===== src/rtl/npu_df_pkg.sv =====
`default_nettype none
// ============================================================================
// Module      : npu_df_pkg
// Description : Shared constants for the NPU tiled-loop dataflow sequencer.
//               Holds the one-hot state bit indices and state vectors, the
//               reuse-mode encoding and the default tile-counter widths.
// Revision    : 1.0 - initial release
// ============================================================================
package npu_df_pkg;

    // Default tile-counter widths
    localparam int unsigned NT_W_DEF = 8;
    localparam int unsigned MT_W_DEF = 12;
    localparam int unsigned YT_W_DEF = 11;

    // One-hot state bit indices
    localparam int unsigned S_IDLE   = 0;
    localparam int unsigned S_FT_IFM = 1;
    localparam int unsigned S_FT_WT  = 2;
    localparam int unsigned S_CAL    = 3;
    localparam int unsigned S_TX_OFM = 4;
    localparam int unsigned S_DONE   = 5;
    localparam int unsigned NUM_ST   = 6;

    // One-hot state vectors
    localparam logic [NUM_ST-1:0] ST_IDLE   = 6'b000001;
    localparam logic [NUM_ST-1:0] ST_FT_IFM = 6'b000010;
    localparam logic [NUM_ST-1:0] ST_FT_WT  = 6'b000100;
    localparam logic [NUM_ST-1:0] ST_CAL    = 6'b001000;
    localparam logic [NUM_ST-1:0] ST_TX_OFM = 6'b010000;
    localparam logic [NUM_ST-1:0] ST_DONE   = 6'b100000;

    // Loop-order (reuse) modes
    localparam logic MODE_OR = 1'b0;
    localparam logic MODE_WR = 1'b1;

endpackage
`default_nettype wire


===== src/rtl/npu_tile_cnt.sv =====
`default_nettype none
// ============================================================================
// Module      : npu_tile_cnt
// Description : Wrapping tile index counter. Counts 0..limit, returning to 0
//               after limit. Clear has priority over increment. is_last
//               flags the final index of the loop.
// Revision    : 1.0 - initial release
// ============================================================================
module npu_tile_cnt
    import npu_df_pkg::*;
#(
    parameter int unsigned W = NT_W_DEF
) (
    input  logic         clk_trans,
    input  logic         rst,
    input  logic         clr,
    input  logic         inc,
    input  logic [W-1:0] limit,
    output logic [W-1:0] cnt,
    output logic         is_last
);

    logic [W-1:0] r_cnt;

    // Index register: clear, or step with wrap at the latched limit
    always_ff @(posedge clk_trans) begin
        if (rst) begin
            r_cnt <= '0;
        end else if (clr) begin
            r_cnt <= '0;
        end else if (inc) begin
            if (r_cnt == limit) begin
                r_cnt <= '0;
            end else begin
                r_cnt <= r_cnt + W'(1);
            end
        end
    end

    assign cnt     = r_cnt;
    assign is_last = (r_cnt == limit);

endmodule
`default_nettype wire


===== src/rtl/npu_df_seq.sv =====
`default_nettype none
// ============================================================================
// Module      : npu_df_seq
// Description : Tiled-loop dataflow sequencer. Walks the Nt / IYt / Mt tile
//               nest of one layer and issues fetch-IFM, fetch-weight,
//               compute and transmit-OFM requests. Supports output-reuse
//               (n, y, m) and weight-reuse (n, m, y) loop orders.
// Revision    : 1.0 - initial release
// ============================================================================
module npu_df_seq
    import npu_df_pkg::*;
#(
    parameter int unsigned NT_W = NT_W_DEF,
    parameter int unsigned MT_W = MT_W_DEF,
    parameter int unsigned YT_W = YT_W_DEF
) (
    input  logic            clk_trans,
    input  logic            rst,
    input  logic            start,
    input  logic            mode,
    input  logic [NT_W-1:0] Nt_times,
    input  logic [MT_W-1:0] Mt_times,
    input  logic [YT_W-1:0] IYt_times,
    output logic            ft_ifm_req,
    output logic            ft_wt_req,
    output logic            cal_req,
    output logic            tx_ofm_req,
    input  logic            ft_ifm_done,
    input  logic            ft_wt_done,
    input  logic            cal_done,
    input  logic            tx_ofm_done,
    output logic [NT_W-1:0] n_cnt,
    output logic [MT_W-1:0] m_cnt,
    output logic [YT_W-1:0] y_cnt,
    output logic            first_acc,
    output logic            last_acc,
    output logic            busy,
    output logic            layer_done,
    output logic            cfg_err
);

    logic [NUM_ST-1:0] r_state;
    logic [NUM_ST-1:0] w_state_nxt;

    logic              r_mode;
    logic [NT_W-1:0]   r_nt_lim;
    logic [MT_W-1:0]   r_mt_lim;
    logic [YT_W-1:0]   r_yt_lim;
    logic              r_cfg_err;

    logic              w_cfg_zero;
    logic              w_latch;
    logic              w_cnt_clr;
    logic              w_m_clr;
    logic              w_n_inc;
    logic              w_m_inc;
    logic              w_y_inc;
    logic              w_cfg_err_nxt;
    logic              w_n_last;
    logic              w_m_last;
    logic              w_y_last;

    assign w_cfg_zero = (Nt_times == '0) | (Mt_times == '0) | (IYt_times == '0);

    // State register
    always_ff @(posedge clk_trans) begin
        if (rst) begin
            r_state <= ST_IDLE;
        end else begin
            r_state <= w_state_nxt;
        end
    end

    // Layer configuration latch and config-error pulse
    always_ff @(posedge clk_trans) begin
        if (rst) begin
            r_mode    <= MODE_OR;
            r_nt_lim  <= '0;
            r_mt_lim  <= '0;
            r_yt_lim  <= '0;
            r_cfg_err <= 1'b0;
        end else begin
            r_cfg_err <= w_cfg_err_nxt;
            if (w_latch) begin
                r_mode   <= mode;
                r_nt_lim <= Nt_times - NT_W'(1);
                r_mt_lim <= Mt_times - MT_W'(1);
                r_yt_lim <= IYt_times - YT_W'(1);
            end
        end
    end

    // Next state and loop-counter control for both loop orders
    always_comb begin
        w_state_nxt   = r_state;
        w_latch       = 1'b0;
        w_cnt_clr     = 1'b0;
        w_m_clr       = 1'b0;
        w_n_inc       = 1'b0;
        w_m_inc       = 1'b0;
        w_y_inc       = 1'b0;
        w_cfg_err_nxt = 1'b0;
        case (r_state)
            ST_IDLE: begin
                if (start) begin
                    if (w_cfg_zero) begin
                        w_cfg_err_nxt = 1'b1;
                    end else begin
                        w_latch     = 1'b1;
                        w_cnt_clr   = 1'b1;
                        w_state_nxt = (mode == MODE_WR) ? ST_FT_WT : ST_FT_IFM;
                    end
                end
            end
            ST_FT_IFM: begin
                if (ft_ifm_done) begin
                    w_state_nxt = (r_mode == MODE_WR) ? ST_CAL : ST_FT_WT;
                end
            end
            ST_FT_WT: begin
                if (ft_wt_done) begin
                    w_state_nxt = (r_mode == MODE_WR) ? ST_FT_IFM : ST_CAL;
                end
            end
            ST_CAL: begin
                if (cal_done) begin
                    if (w_m_last) begin
                        w_state_nxt = ST_TX_OFM;
                    end else if (r_mode == MODE_OR) begin
                        w_m_inc     = 1'b1;
                        w_state_nxt = ST_FT_IFM;
                    end else begin
                        // WR: sweep all rows with the same weights, then
                        // move to the next input-channel tile
                        w_y_inc = 1'b1;
                        if (w_y_last) begin
                            w_m_inc     = 1'b1;
                            w_state_nxt = ST_FT_WT;
                        end else begin
                            w_state_nxt = ST_FT_IFM;
                        end
                    end
                end
            end
            ST_TX_OFM: begin
                if (tx_ofm_done) begin
                    w_y_inc = 1'b1;
                    if (r_mode == MODE_OR) begin
                        w_m_clr     = 1'b1;
                        w_n_inc     = w_y_last;
                        w_state_nxt = (w_n_last && w_y_last) ? ST_DONE : ST_FT_IFM;
                    end else if (w_y_last) begin
                        // WR: every row of this output tile drained
                        w_m_clr     = 1'b1;
                        w_n_inc     = 1'b1;
                        w_state_nxt = w_n_last ? ST_DONE : ST_FT_WT;
                    end else begin
                        w_state_nxt = ST_FT_IFM;
                    end
                end
            end
            ST_DONE: begin
                w_state_nxt = ST_IDLE;
            end
            default: begin
                w_state_nxt = ST_IDLE;
            end
        endcase
    end

    // Request and status outputs decoded from the one-hot state
    always_comb begin
        ft_ifm_req = r_state[S_FT_IFM];
        ft_wt_req  = r_state[S_FT_WT];
        cal_req    = r_state[S_CAL];
        tx_ofm_req = r_state[S_TX_OFM];
        layer_done = r_state[S_DONE];
        busy       = ~r_state[S_IDLE];
        first_acc  = r_state[S_CAL] & (m_cnt == '0);
        last_acc   = r_state[S_CAL] & w_m_last;
        cfg_err    = r_cfg_err;
    end

    npu_tile_cnt #(
        .W (NT_W)
    ) u_n_cnt (
        .clk_trans (clk_trans),
        .rst       (rst),
        .clr       (w_cnt_clr),
        .inc       (w_n_inc),
        .limit     (r_nt_lim),
        .cnt       (n_cnt),
        .is_last   (w_n_last)
    );

    npu_tile_cnt #(
        .W (MT_W)
    ) u_m_cnt (
        .clk_trans (clk_trans),
        .rst       (rst),
        .clr       (w_cnt_clr | w_m_clr),
        .inc       (w_m_inc),
        .limit     (r_mt_lim),
        .cnt       (m_cnt),
        .is_last   (w_m_last)
    );

    npu_tile_cnt #(
        .W (YT_W)
    ) u_y_cnt (
        .clk_trans (clk_trans),
        .rst       (rst),
        .clr       (w_cnt_clr),
        .inc       (w_y_inc),
        .limit     (r_yt_lim),
        .cnt       (y_cnt),
        .is_last   (w_y_last)
    );

endmodule
`default_nettype wire


===== config.mk =====
export PLATFORM = sky130hd
export DESIGN_NAME = npu_df_seq
export DESIGN_NICKNAME = d
export VERILOG_FILES = /design/src/rtl/npu_df_pkg.sv /design/src/rtl/npu_tile_cnt.sv /design/src/rtl/npu_df_seq.sv
export SDC_FILE = /design/constraint.sdc
export NUM_CORES = 1
export LEC_CHECK = 0
export CAP_MARGIN = 20
export CORE_MARGIN = 8
export CORE_UTILIZATION = 55
export CTS_BUF_LIST = sky130_fd_sc_hd__clkbuf_2
export DETAILED_ROUTE_END_ITERATION = 6
export GPL_TIMING_DRIVEN = 0
export PLACE_DENSITY = 0.84
export SKIP_CTS_REPAIR_TIMING = 1
export SLEW_MARGIN = 20
export SYNTH_ARGS = -nofsm -noshare
export SYNTH_HDL_FRONTEND = slang
export SYNTH_SLANG_ARGS = --single-unit

===== constraint.sdc =====
create_clock -name clk_trans -period 6.1 [get_ports clk_trans]
set_input_delay 0.61 -clock clk_trans [delete_from_list [all_inputs] [get_ports clk_trans]]
set_output_delay 0.61 -clock clk_trans [all_outputs]
set_load 0.005 [all_outputs]

==> impl_metrics.toml <==
[hold_path]
worstHoldStart = "r_mt_lim[0]"
hold_class = "flop to flop"
hold_depth = 2
min_to = "r_mt_lim[0]"

[global_route]
grt_pass1_wl_um = 18300
grt_max_degree = 14
first_global_vias = 3924
grt_remaining_overflow = 0
antenna_found_initial = 0
gr-usage-all-layers_pct = 21.8

[sta]
fin_setup_tns_ps = 0
hold_slack_ps = 530
finalCritPeriodShare_pct = 58.8
slew_violations = 0
fin_skew_ps = 25.7
hold_viol_final = 0
setup_violations = 0
max_freq_mhz = 279
min_period_ps = 3590
tightest_slew_ps = 756
slew_headroom_pct = 49.2
rsz0062_at_grt = "no"

[detailed_routing]
drt_iter0_drc = 262
avgRoutedWirePerCell_um = 16.6
vias = 3943
wl_um = 11200
drtPass1Iterations = 4
ant_nets = 0
drc = 0
via_per_inst = 5.83

[outcome]
status = "finished clean"

[floorplan]
row_count = 32
start_util_pct = 55.4
dieArea_um2 = 10700
fp.dieW_um = 103
num_io_pins = 79
die_h_um = 103
core_um2 = 7570

[cells_and_area]
drive_above_1_share_pct = 8.54
area_growth_pct = 24.9
final_nets = 618
finalInstanceArea_um2 = 5240
n_antenna_cell = 0

[clock_tree]
numCtsBuffers = 9
htreeDepth = 3
clk_latency_ps = 550
cts_tree = "yes"
root_buffer = "clkbuf_2"
clock_sinks = 70
path_clk_slew_ps = 200
clockBufferDepth = 2

[pwr]
powerDensity_nw_per_um2 = 282
leakage_uw = 0.00169
ir_worst_vdd_v = 0.000133

[setup_path]
critPathMaxStageDelay_ps = 490
cp.required_ps = 5490
timing.rr.start = "r_state[3]"
crit_path_end_kind = "output pin"
worst-path-buf-inv = 3
cp.arrival_ps = 2980
crit_type = "flop to output pin"
critPathLaunchType = "flop"
r2r_cells = 8
worstPathCellList = "clkbuf_1, xnor2_1, nand4_1, nor3_4, buf_4, and2_1, clkdlybuf4s50_1"
r2r-end = "u_m_cnt.cnt[0]"
crit_path_max_fanout = 10
critical_path.top_delay_family = "buffers and inverters"
slowest_stage = "nor3_4"
rrSetupSlack_ps = 3740

[yosys]
syn_nets = 530
yosys_warnings = 0
synthFlopType = "dfxtp_1"
syn_inst = 481
synth_edf_count = 0
async_reset_ff_share_pct = 0
ys_ff_latch = 70
synthesis.area_um2 = 4190
seq_area_frac_synth_pct = 33.4
syn-mean-instance-area_um2 = 8.72
ys_types = 57

[place]
hpwlAfterDp_um = 8750
port_buffers = 77
place_area_um2 = 5090
gp_congestion = 0.946

[job]
drv_cap = 0
[area by class of cell]
| type | instances | area (um^2) |
|---|---|---|
| buffer | 25 | 133 |
| clock buffer | 9 | 45.0 |
| clock inverter | 7 | 98.8 |
| fill | 600 | 2330 |
| inverter | 15 | 56.3 |
| multi-input combinational | 371 | 2600 |
| sequential | 70 | 1400 |
| tap | 102 | 128 |
| timing repair buffer | 77 | 771 |
[worst max path at each step]
stage                               from              to  slack (ps)  cells after the start
after floorplan           u_m_cnt.cnt[3]        last_acc        3780                      6
after global placement       Mt_times[0]      r_state[1]        3060                      8
after detailed placement     Mt_times[0]  u_m_cnt.cnt[9]        2990                     11
after CTS                 u_m_cnt.cnt[3]        last_acc        2490                      7
after global routing      u_m_cnt.cnt[3]        last_acc        2330                      7
final                     u_m_cnt.cnt[3]        last_acc        2510                      7
[through the flow]
stage | std cells | total power (uW) | worst slack (ps) | utilization, %
after CTS | 676 | 1480 | 2490 | 69.2
after global placement | 660 | 1140 | 3060 | 67.3
after global routing | 676 | 1560 | 2330 | 69.2
after detailed placement | 660 | 1160 | 2990 | 67.3
final | 676 | 1480 | 2510 | 69.2
after floorplan | 481 | 1000 | 3780 | -
[routing by layer]
layer	GRT usage [%]	vias to the layer above	routed length [um]
li1	-	1909	-
met1	26.6	1863	4810
met2	35.8	148	5400
met3	4.75	23	728
met4	9.90	0	284
met5	0	-	0
[flip-flops by register name (all words and copies together), names as in the netlist]
name / flops
u_y_cnt.cnt: 11
u_n_cnt.cnt: 8
r_mode: 1
r_mt_lim: 12
r_nt_lim: 8
u_m_cnt.cnt: 12
r_state: 6
r_yt_lim: 11
cfg_err: 1
[report_power, final]
| group | internal [uW] | leakage (uW) | total (uW) | switching, uW |
|---|---|---|---|---|
| sequential | 531 | 0.000571 | 596 | 65.0 |
| clock | 137 | 0.0000821 | 320 | 183 |
| combinational | 231 | 0.00104 | 560 | 328 |
| total | 899 | 0.00169 | 1480 | 577 |
[layout by cell type, fill, tap and decap left out, types with 4 or more instances in the layout]
| master | netlist | routed |
|---|---|---|
| clkdlybuf4s50_1 | 0 | 77 |
| dfxtp_1 | 70 | 70 |
| nand3b_1 | 6 | 6 |
| or3_1 | 5 | 5 |
| nor2_1 | 72 | 72 |
| a211oi_1 | 32 | 32 |
| and3_1 | 10 | 10 |
| ha_1 | 10 | 10 |
| o211ai_1 | 4 | 4 |
| nor4b_1 | 4 | 4 |
| inv_1 | 15 | 15 |
| nor3_1 | 8 | 8 |
| nand3_1 | 16 | 16 |
| a2111oi_4 | 6 | 6 |
| a311oi_1 | 6 | 6 |
| nand4_1 | 18 | 18 |
| nand2_1 | 30 | 30 |
| a21oi_1 | 9 | 9 |
| buf_2 | 7 | 7 |
| clkbuf_1 | 11 | 11 |
| xnor2_1 | 55 | 55 |
| o22ai_1 | 6 | 6 |
| xor2_1 | 14 | 14 |
| clkbuf_2 | 0 | 9 |
| buf_4 | 4 | 4 |
| o21ai_0 | 6 | 6 |
| nor4_1 | 8 | 8 |
[worst min-delay path: cells and delay by family, from the launching register on]
family | cells | cell delay (ps)
DFF | 1 | 360
and+or+nand+nor | 1 | 100
AOI/OAI and AO/OA | 1 | 50
[cell usage after synthesis, types with 3 or more instances]
master      n  share of area [%]
a2111oi_4   6                3.9
a211oi_1   32                5.7
a21oi_1     9                1.1
a311oi_1    6                1.3
and3_1     10                1.5
buf_2       7               0.84
buf_4       4               0.72
clkbuf_1   11               0.98
dfxtp_1    70                 33
ha_1       10                3.0
inv_1      15                1.3
nand2_1    30                2.7
nand3_1    16                1.9
nand3_2     3               0.72
nand3b_1    6                1.1
nand4_1    18                2.7
nor2_1     72                6.4
nor2b_1     3               0.45
nor3_1      8               0.95
nor3b_1     3               0.54
nor4_1      8                1.2
nor4_2      3               0.90
nor4b_1     4               0.84
o211ai_1    4               0.72
o21ai_0     6               0.72
o22ai_1     6               0.90
or3_1       5               0.75
xnor2_1    55                 11
xor2_1     14                2.9
[cells by family (layout without fill, tap and decap cells)]
| logic type | after synthesis | after routing | share of synthesized area [%] |
|---|---|---|---|
| compound gates | 86 | 86 | 17.9 |
| xor+xnor | 69 | 69 | 14.4 |
| fa+ha+maj | 10 | 10 | 2.98 |
| buf+inv | 40 | 133 | 4.51 |
| flops | 70 | 70 | 33.4 |
| mux | 2 | 2 | 0.477 |
| simple gates | 204 | 204 | 26.3 |
Note: power is estimated with default switching activity, not from simulation.
==> patch 1: new RTL, config.mk and constraints unchanged <==
The package constant `YT_W_DEF` goes from 11 to 22.
--- a/src/rtl/npu_df_pkg.sv
+++ b/src/rtl/npu_df_pkg.sv
@@ -11,7 +11,7 @@
     // Default tile-counter widths
     localparam int unsigned NT_W_DEF = 8;
     localparam int unsigned MT_W_DEF = 12;
-    localparam int unsigned YT_W_DEF = 11;
+    localparam int unsigned YT_W_DEF = 22;
 
     // One-hot state bit indices
     localparam int unsigned S_IDLE   = 0;
Interface: changed (resized IYt_times and y_cnt); port bits go from 79 to 101. No check against the original RTL was run, so the function may have changed too.
==> patch 1 against the unedited design <==
Area after synthesis grew 21%; combinational power is 5.7% higher; worst hold slack barely moved; routed wire length rose by 28%; total power increased by 15%; sequential cell count grew 22; register-to-register slack got worse by 0.76 ns; final cell count up 25%; sequential power increased by 32%; design area up 21%; first-iteration DRC count rose by 13%; clock skew is 0.0023 ns higher; setup slack gained 0.20 ns; largest power group unchanged.
==> patch 1: results <==
set metrics [dict create \
    run_status "finished, final reports clean" \
    hold_ws_ns 0.5309 \
    global_route.usage.met2_pct 37.54 \
    grt_max_degree 17 \
    track_usage_pct 22.76 \
    finish.net_count 786 \
    place.port_buffers 99 \
    rows 35 \
    clkSlewWorstSetupHoldPaths_ns 0.24 \
    post-place-cells 825 \
    worst-r2r-setup-slack_ns 2.98 \
    dr_wl_met2_um 6686 \
    synth-seq-area-share_pct 36.26 \
    grt_pass1_vias 4886 \
    final.signal_inverter_count 23 \
    insertion_delay_ns 0.57 \
    met3_length_um 1030 \
    clockPowerShare_pct 18.7 \
    syn_avg_cell_area_um2 8.260 \
    placed_instance_area_um2 6210 \
    dp.final_hpwl_um 11310 \
    cellPowerDensity_nw_per_um2 267.8 \
    drt_pre_antenna_iters 5 \
    drt-met1-wl_um 6339 \
    worst_pin_slew_ns 0.9382 \
    synth_top_cells_by_area "dfxtp_1, xnor2_1, nor2_1" \
    layout.nonclk_buf_share_pct 17.35 \
    numSequentialCells 92 \
    layout.filler_cells 769 \
    postSynthNetCount 675 \
    ff_latch_area_um2 1842 \
    vdd.ir_drop.worst_v 0.0001629 \
    via_count 4969 \
    met3_usage_pct 4.938 \
    final_min_period_over_clock_period_pct 55.61 \
    synth_common_cells "nor2_1, dfxtp_1, xnor2_1" \
    psw_w 0.0006503 \
    non_clock_buffer_total_of_the_final_layout 127 \
]
## patch 1: changes by cell type after synthesis, sizes merged, moves of 8 or more
cell / delta
xnor2: +14
clkbuf: +10
inv: +8
a211oi: +9
nor2: +40
nor4: +9
buf: -8
xor2: +24
nor3: +18
dfxtp: +22
## patch 1: cell families after synthesis
kind of cell	Yosys count	synth area share, %
and+or+nand+nor	271	26.35
xor gates and xnor gates	107	18.45
DFF	92	36.26
AOI/OAI and AO/OA	79	11.50
buffers and inverters	50	3.719
adders and majority gates	10	2.463
muxes	6	1.256
## patch 1: worst max-delay path, stage by stage (launching register included)
cell and delay (ns):
dfxtp_1 0.38, clkbuf_1 0.32, xor2_1 0.12, nor4_1 0.28, nand3_1 0.37, nor2_1 0.22
clkdlybuf4s50_1 0.53
## patch 1: worst paths after layout
kind,startpoint,end
max,u_m_cnt.cnt[2],last_acc
min,r_yt_lim[12],r_yt_lim[12]
max reg2reg,r_state[1],r_nt_lim[6]
min reg2reg,r_yt_lim[12],r_yt_lim[12]
==> patch 2: new RTL, config.mk and constraints unchanged <==
Without the edit above. Reset style: asynchronous (`rst`), changed in 3 clocked blocks.
--- a/src/rtl/npu_tile_cnt.sv
+++ b/src/rtl/npu_tile_cnt.sv
@@ -23,7 +23,7 @@
     logic [W-1:0] r_cnt;
 
     // Index register: clear, or step with wrap at the latched limit
-    always_ff @(posedge clk_trans) begin
+    always_ff @(posedge clk_trans or posedge rst) begin
         if (rst) begin
             r_cnt <= '0;
         end else if (clr) begin
--- a/src/rtl/npu_df_seq.sv
+++ b/src/rtl/npu_df_seq.sv
@@ -63,7 +63,7 @@
     assign w_cfg_zero = (Nt_times == '0) | (Mt_times == '0) | (IYt_times == '0);
 
     // State register
-    always_ff @(posedge clk_trans) begin
+    always_ff @(posedge clk_trans or posedge rst) begin
         if (rst) begin
             r_state <= ST_IDLE;
         end else begin
@@ -72,7 +72,7 @@
     end
 
     // Layer configuration latch and config-error pulse
-    always_ff @(posedge clk_trans) begin
+    always_ff @(posedge clk_trans or posedge rst) begin
         if (rst) begin
             r_mode    <= MODE_OR;
             r_nt_lim  <= '0;
Behaviour: differs if rst is asserted again (counterexample within 4 cycles, from zero or initial values and one cycle with rst high); with rst held inactive, the same outputs for 4 cycles.
==> patch 2 against the unedited design <==
Routed wire length shrank 0.47%; sequential cell count is the same; total power grew 6.5%; setup slack gained 0.58 ns; register-to-register slack lost 0.15 ns; design area grew 0.55%; area after synthesis grew 1.6%; sequential power grew 20%; critical path type unchanged.
==> patch 2: results <==
set metrics [dict create \
    gp_congestion 0.8692 \
    grt_pass1_wl_um 18620 \
    critPathSlowestCell "clkdlybuf4s50_1" \
    synth_compound_area_share_pct 13.56 \
    track_usage_pct 20.69 \
    cp.arrival_ns 2.40 \
    hold_ws_ns 0.4079 \
    crit-reg2reg-capture "u_y_cnt.cnt[1]" \
    viasPerCell 5.847 \
    drt_pre_antenna_iters 5 \
    yosys.cell_types.count 58 \
    synth-seq-area-share_pct 41.13 \
    grt_max_degree 45 \
    critical_path_peak_fanout 5 \
    synth_common_cells "dfrtp_1, nand2_1, xnor2_1" \
    grt.met1_usage_pct 26.49 \
    vdd.ir_drop.worst_v 0.0002482 \
    insertion_delay_ns 0.49 \
    pwr.group.sequential_w 0.000715 \
    avgRoutedWirePerCell_um 16.73 \
    postSynthNetCount 521 \
    post-place-cells 652 \
    drtIter0Drc 177 \
    global_route.usage.met2_pct 33.68 \
    power.leakage_nw 2.074 \
    synth_mux_area_share_pct 0.7340 \
    switching_part_of_the_total_power_pct 40.32 \
    dp.final_hpwl_um 8690 \
    synth_top_cells_by_area "dfrtp_1, xnor2_1, nand2_1" \
    dpl_worst_slack_ns 3.050 \
    grt_pass1_vias 3776 \
    timing.clock.skew_ns 0.01692 \
    timing.hold.worst.class "in -> async" \
    synthXorXnorAreaFrac_pct 12.95 \
    drive_above_1_share_pct 7.420 \
    crit_family "simple AND/OR/NAND/NOR gates" \
    met3_usage_pct 4.027 \
    psw_w 0.0006338 \
    worstReg2RegStart "u_m_cnt.cnt[11]" \
    total_grt_overflow 0 \
    pg_clk_w 0.000217 \
    placed_instance_area_um2 5182 \
    synthCells 472 \
    worst-r2r-setup-slack_ns 3.59 \
    finish.cell_count_without_fillers 668 \
    finish.net_count 610 \
    ys_async_rst_share_pct 100.0 \
    layout.filler_cells 599 \
    drt-met1-wl_um 4860 \
    synth-adder-area-share_pct 2.936 \
    dr_wl_met2_um 5489 \
    reg2regPathDepth 7 \
    worst_pin_slew_ns 0.8826 \
    final_min_period_over_clock_period_pct 49.31 \
    run_status "finished, final reports clean" \
]
patch 2: changes by cell type after synthesis, moves of 7 or more:
cell | before | now
nor3_1 | 8 | 16
or3_1 | 5 | 19
nand2_1 | 30 | 60
nor2_1 | 72 | 23
o32ai_1 | 0 | 7
a211oi_1 | 32 | 0
nand4_1 | 18 | 10
a21oi_1 | 9 | 21
clkbuf_1 | 11 | 3
xnor2_1 | 55 | 45
dfrtp_1 | 0 | 69
dfxtp_1 | 70 | 0
o21ai_1 | 2 | 43
patch 2: cell type report:
type / count / area [um^2] / area share, %
Timing Repair Buffer: 78 / 790.8 / 15.02
Tap cell: 102 / 127.6 / 2.425
Clock inverter: 5 / 26.28 / 0.4992
Inverter: 22 / 85.08 / 1.616
Multi-Input combinational cell: 364 / 2331 / 44.28
Buffer: 16 / 95.09 / 1.807
Sequential cell: 70 / 1753 / 33.30
Clock buffer: 11 / 55.05 / 1.046
